File: config.mk
export PLATFORM = sky130hd
export DESIGN_NAME = tile_io_responder
export DESIGN_NICKNAME = d
export VERILOG_FILES = /design/src/rtl/tile_io_pkg.sv /design/src/rtl/tile_io_sync.sv /design/src/rtl/tile_io_responder.sv
export SDC_FILE = /design/constraint.sdc
export NUM_CORES = 1
export LEC_CHECK = 0
export ABC_AREA = 1
export BUFFER_PORTS_ARGS = -buffer_cell sky130_fd_sc_hd__buf_2
export CORE_UTILIZATION = 45
export DETAILED_ROUTE_END_ITERATION = 12
export GPL_TIMING_DRIVEN = 0
export PLACE_DENSITY = 0.86
export SYNTH_ARGS = -nofsm -noshare
export SYNTH_HDL_FRONTEND = slang
export SYNTH_SLANG_ARGS = --single-unit
File: constraint.sdc
create_clock -name clk -period 1.5 [get_ports clk]
set_input_delay 0.075 -clock clk [delete_from_list [all_inputs] [get_ports clk]]
set_output_delay 0.075 -clock clk [all_outputs]
set_load 0.02 [all_outputs]
File: src/rtl/tile_io_pkg.sv
`default_nettype none
// ============================================================================
//  Module      : tile_io_pkg
//  Description : Shared widths, fill byte and FSM state codes for the tile
//                I/O responder.
//  Revision    : 1.0
// ============================================================================
package tile_io_pkg;

    localparam int DATA_W = 8;
    localparam int ADDR_W = 4;

    localparam logic [DATA_W-1:0] FILL_BYTE = 8'hFF;

    typedef enum logic [1:0] {
        IDLE   = 2'd0,
        ACCESS = 2'd1,
        DONE   = 2'd2
    } tile_io_state_e;

    // Plain-vector state codes used by the FSM register.
    localparam logic [1:0] c_st_idle   = 2'd0;
    localparam logic [1:0] c_st_access = 2'd1;
    localparam logic [1:0] c_st_done   = 2'd2;

endpackage : tile_io_pkg
`default_nettype wire

File: src/rtl/tile_io_sync.sv
`default_nettype none
// ============================================================================
//  Module      : tile_io_sync
//  Description : Multi-flop synchronizer for asynchronous bus strobes; resets
//                to the inactive level given by RESET_VAL.
//  Revision    : 1.0
// ============================================================================
module tile_io_sync #(
    parameter int   STAGES    = 2,
    parameter logic RESET_VAL = 1'b1
) (
    input  logic clk,
    input  logic rst_n,
    input  logic d,
    output logic q
);

    logic [STAGES-1:0] r_chain;

    always_ff @(posedge clk) begin
        if (!rst_n) begin
            r_chain <= {STAGES{RESET_VAL}};
        end else begin
            r_chain <= {r_chain[STAGES-2:0], d};
        end
    end

    assign q = r_chain[STAGES-1];

endmodule : tile_io_sync
`default_nettype wire

File: src/rtl/tile_io_responder.sv
`default_nettype none
// ============================================================================
//  Module      : tile_io_responder
//  Description : Dock-bus slave that turns a synchronized I/O strobe into a
//                local register request, holding the CPU with wait_n until the
//                register side acknowledges. Define TILE_IO_TIMEOUT_EN to add
//                a forced-completion timeout.
//  Revision    : 1.0
// ============================================================================
module tile_io_responder
    import tile_io_pkg::*;
#(
    parameter int SYNC_STAGES = 2,
    parameter int TIMEOUT     = 15
) (
    input  logic              clk,
    input  logic              rst_n,
    input  logic              iorq_n,
    input  logic              cs_n,
    input  logic              io_r_w_,
    input  logic [ADDR_W-1:0] addr,
    input  logic [DATA_W-1:0] d_in,
    output logic [DATA_W-1:0] d_out,
    output logic              d_oe_n,
    output logic              wait_n,
    output logic              reg_req,
    output logic              reg_we,
    output logic [ADDR_W-1:0] reg_addr,
    output logic [DATA_W-1:0] reg_wdata,
    input  logic [DATA_W-1:0] reg_rdata,
    input  logic              reg_ack,
    output logic              timeout_p
);

    logic              w_iorq_s;
    logic              w_cs_s;
    logic              w_sel;
    logic              w_sel_rise;
    logic              w_expired;
    logic              r_sel_d;
    logic [1:0]        r_state;
    logic              r_reg_req;
    logic              r_reg_we;
    logic [ADDR_W-1:0] r_reg_addr;
    logic [DATA_W-1:0] r_reg_wdata;
    logic [DATA_W-1:0] r_d_out;
    logic              r_d_oe_n;
    logic              r_wait_n;

    tile_io_sync #(.STAGES(SYNC_STAGES), .RESET_VAL(1'b1)) u_sync_iorq (
        .clk   (clk),
        .rst_n (rst_n),
        .d     (iorq_n),
        .q     (w_iorq_s)
    );

    tile_io_sync #(.STAGES(SYNC_STAGES), .RESET_VAL(1'b1)) u_sync_cs (
        .clk   (clk),
        .rst_n (rst_n),
        .d     (cs_n),
        .q     (w_cs_s)
    );

    assign w_sel      = ~w_iorq_s & ~w_cs_s;
    // Edge-qualified so a strobe still held after DONE cannot start a new cycle.
    assign w_sel_rise = w_sel & ~r_sel_d;

`ifdef TILE_IO_TIMEOUT_EN
    localparam logic [7:0] c_timeout_last = 8'(TIMEOUT - 1);

    logic [7:0] r_cnt;
    logic       r_timeout_p;

    assign w_expired = (r_cnt == c_timeout_last);
    assign timeout_p = r_timeout_p;

    // Counter only advances on live, unacknowledged ACCESS cycles.
    always_ff @(posedge clk) begin
        if (!rst_n) begin
            r_cnt       <= 8'd0;
            r_timeout_p <= 1'b0;
        end else begin
            r_timeout_p <= 1'b0;
            if (r_state != c_st_access) begin
                r_cnt <= 8'd0;
            end else if (w_sel && !reg_ack) begin
                if (w_expired) begin
                    r_timeout_p <= 1'b1;
                end else begin
                    r_cnt <= r_cnt + 8'd1;
                end
            end
        end
    end
`else
    logic [7:0] w_unused_timeout;

    assign w_unused_timeout = 8'(TIMEOUT);
    assign w_expired        = 1'b0;
    assign timeout_p        = 1'b0;
`endif

    always_ff @(posedge clk) begin
        if (!rst_n) begin
            r_sel_d     <= 1'b0;
            r_state     <= c_st_idle;
            r_reg_req   <= 1'b0;
            r_reg_we    <= 1'b0;
            r_reg_addr  <= '0;
            r_reg_wdata <= '0;
            r_d_out     <= FILL_BYTE;
            r_d_oe_n    <= 1'b1;
            r_wait_n    <= 1'b1;
        end else begin
            r_sel_d <= w_sel;
            case (r_state)
                c_st_idle: begin
                    if (w_sel_rise) begin
                        r_reg_addr  <= addr;
                        r_reg_we    <= ~io_r_w_;
                        r_reg_wdata <= d_in;
                        r_reg_req   <= 1'b1;
                        r_wait_n    <= 1'b0;
                        r_state     <= c_st_access;
                    end
                end
                c_st_access: begin
                    // Abort outranks ack so data is never driven to a departed CPU.
                    if (!w_sel) begin
                        r_reg_req <= 1'b0;
                        r_wait_n  <= 1'b1;
                        r_state   <= c_st_idle;
                    end else if (reg_ack) begin
                        if (!r_reg_we) begin
                            r_d_out <= reg_rdata;
                        end
                        r_d_oe_n  <= r_reg_we;
                        r_reg_req <= 1'b0;
                        r_wait_n  <= 1'b1;
                        r_state   <= c_st_done;
                    end else if (w_expired) begin
                        r_d_out   <= FILL_BYTE;
                        r_d_oe_n  <= r_reg_we;
                        r_reg_req <= 1'b0;
                        r_wait_n  <= 1'b1;
                        r_state   <= c_st_done;
                    end
                end
                c_st_done: begin
                    if (!w_sel) begin
                        r_d_oe_n <= 1'b1;
                        r_state  <= c_st_idle;
                    end
                end
                default: begin
                    r_reg_req <= 1'b0;
                    r_d_oe_n  <= 1'b1;
                    r_wait_n  <= 1'b1;
                    r_state   <= c_st_idle;
                end
            endcase
        end
    end

    assign d_out     = r_d_out;
    assign d_oe_n    = r_d_oe_n;
    assign wait_n    = r_wait_n;
    assign reg_req   = r_reg_req;
    assign reg_we    = r_reg_we;
    assign reg_addr  = r_reg_addr;
    assign reg_wdata = r_reg_wdata;

endmodule : tile_io_responder
`default_nettype wire

==> qor.txt <==
1st-iter DRT viols -> 24
overall routing resource usage -> 20.9%
#FFs+latches synth -> 31
crit path DAT -> 1.40 ns
Routed WL per cell -> 11.1 um
sequential-to-total area share from yosys stat -> 49.7%
Mapped Cells -> 147
ANT cells -> 0
H-tree depth -> 2
CP required -> 1.70 ns
final wirelength -> 2700 um
CTS clk-pin slew, worst paths -> 0.09 ns
initial core utilization -> 49.0%
Remaining DRCs -> 0
dominant cells by area after synthesis -> dfxtp_1, nand2_1, nand3_1
Max Clock Freq -> 837 MHz
CP max stage delay -> 0.41 ns
fraction of final layout cells sized beyond drive strength 1 -> 36.2%
# IOs -> 51
die width -> 54.7 um
Synth top area share -> 49.7%
Buffers on Ports -> 49
Post-synth top flop -> dfxtp_1
TritonCTS Sinks -> 31
Num CTS Buffers -> 5
final hold violations -> 0
Root Buffer -> clkbuf_4
final core utilization -> 66.3%
Clock Latency Late Sink -> 0.33 ns
Yosys top cell by area -> dfxtp_1
PostCTS Resize Cnt -> 0
Power Density -> 844 mW/mm2
Synth Cell Area -> 0.00125 mm2
layout net count -> 239
GR Overflow Total -> 0
maximum vdd drop -> 0.743 mV
worst hold path class -> in2reg
Async SR Flop Fraction -> 0%
Yosys cell types -> 23
Critical-path top delay cell -> dfxtp_1
vias per cell -> 5.01
final setup violation count -> 0
area of the multi-input gates -> 542 um2
P_int -> 0.00110 W
post-CTS setup buffers -> 0
Buffers & Inverters on Critical Path -> 2
setup ws final -> 0.306 ns
Period minus WS final -> 1.19 ns
row count -> 18
maximum capacitance violations -> 0
status -> complete, no violations
Clock Skew -> 0.00844 ns
CP cell instances -> inv_2 -> nor2_4 -> inv_2 -> nor2_8 -> nand2_4 -> nand2_1 -> nand3_1
initial antenna violation count -> 0
hold_buf cts -> 10
Flop pwr share -> 58.8%
Sw Pwr -> 0.000318 W
Filler cells -> 220
hold_ws -> 0.0176 ns
die height -> 54.7 um
Area Growth Syn to Fin -> 35.2%
Slew Viols, Final -> 0
Post-synth EDFFs -> 0
Startpoint Class -> flop
largest net degree at the start of global routing -> 11
Via Count -> 1217
Final period util -> 79.6%
first-pass GRT wire length -> 4330 um
CP top delay family -> simple AND/OR/NAND/NOR gates
setup TNS -> 0 ns
cell mode on critical path -> inv_2
Place WS -> 0.315 ns
syn nets -> 173
post-detailed-placement half-perimeter wirelength -> 1940 um
LEAKAGE -> 0.812 nW
most frequent cells in the layout -> buf_2, nand2_1, dfxtp_1
WS Path Type -> reg2reg
Clock Path Buffers -> 2
Register Area -> 621 um2
Comb pwr share -> 7.6%
crit-path max FO -> 9
switching part of the total -> 22.4%
Routed Antenna Nets -> 0
Die Area -> 0.00299 mm2
Pre-antenna DRT Iters -> 4
CORE AREA -> 0.00254 mm2
vias in the first global route -> 1053
Yosys warnings -> 0
Worst Setup End Kind -> flop
Syn Area/Cell -> 8.49 um2
unrepaired setup endpoints after global routing -> no
commonest non-fill, non-tap cell in the layout -> buf_2
Clk pwr share -> 33.6%
GPL Wtd Cong -> 0.742
CTS tree -> yes
## cell type report
cell class | count | share of cell area [%]
clock buffers | 6 | 3.04
clock inverters | 1 | 0.297
flip-flops and latches | 31 | 36.8
plain buffers | 7 | 2.82
inverters | 10 | 2.23
multi-input cells | 99 | 32.1
repair buffers | 59 | 20.5
well taps | 30 | 2.23
## registers in the layout, indices dropped and copies added (netlist names)
signal and cells:
wait_n 1, reg_addr 4, d_oe_n 1, reg_req 1, u_sync_iorq.r_chain 2, r_state 2, d_out 8, r_sel_d 1
reg_wdata 8, reg_we 1, u_sync_cs.r_chain 2
## metal layers
metal  vias to the layer above  wire length (um)  GRT usage, %
met4                         0                44          8.97
met1                       537              1150          21.5
li1                        622                 -             -
met5                         -                 0             0
met3                         5               226          9.17
met2                        53              1280          36.1
## worst paths after layout
path / end / depth (start not counted) / start / slack [ns]
max: d_out[6] / 7 / r_state[0] / 0.31
min: reg_wdata[5] / 3 / d_in[5] / 0.02
max reg2reg: d_out[6] / 7 / r_state[0] / 0.31
min reg2reg: u_sync_cs.r_chain[1] / 1 / u_sync_cs.r_chain[0] / 0.42
## kinds of logic (layout without fill, tap and decap cells)
kind of cell           count (synthesis)  count (layout)  synth area share (%)
AOI/OAI and AO/OA                     16              16                  6.62
buffers and inverters                 17              83                  6.82
DFF                                   31              31                  49.7
other                                  1               1                 0.301
and+or+nand+nor                       82              82                  36.5
## synth_stat cells, drive strengths merged, types with 2 or more instances
cell    instances
nand2          37
dfxtp          31
nand3          21
a21oi          14
nand4          12
inv            10
nor2            7
buf             4
or2             4
clkbuf          2
## tightest hold or removal path: stages
cell and delay [ns]:
buf_2 0.10, nand4_1 0.08, a21oi_1 0.06
## power by group through the flow
stage | Clock (W) | Combinational (W) | Sequential [W]
floorplan | 0 | 0.0000386 | 0.000860
global placement | 0 | 0.0000861 | 0.000856
detailed placement | 0 | 0.0000873 | 0.000856
CTS | 0.000498 | 0.000108 | 0.000836
global route | 0.000533 | 0.000119 | 0.000837
finish | 0.000479 | 0.000108 | 0.000836
## stage by stage
stage          std cells  power, W  instance area [um2]
2_1_floorplan        147  0.000899                 1250
3_3_place_gp         226  0.000942                 1530
3_5_place_dp         226  0.000943                 1530
4_1_cts              243   0.00144                 1690
5_1_grt              243   0.00149                 1690
6_report             243   0.00142                 1690
Note: power is estimated with default switching activity, not from simulation.
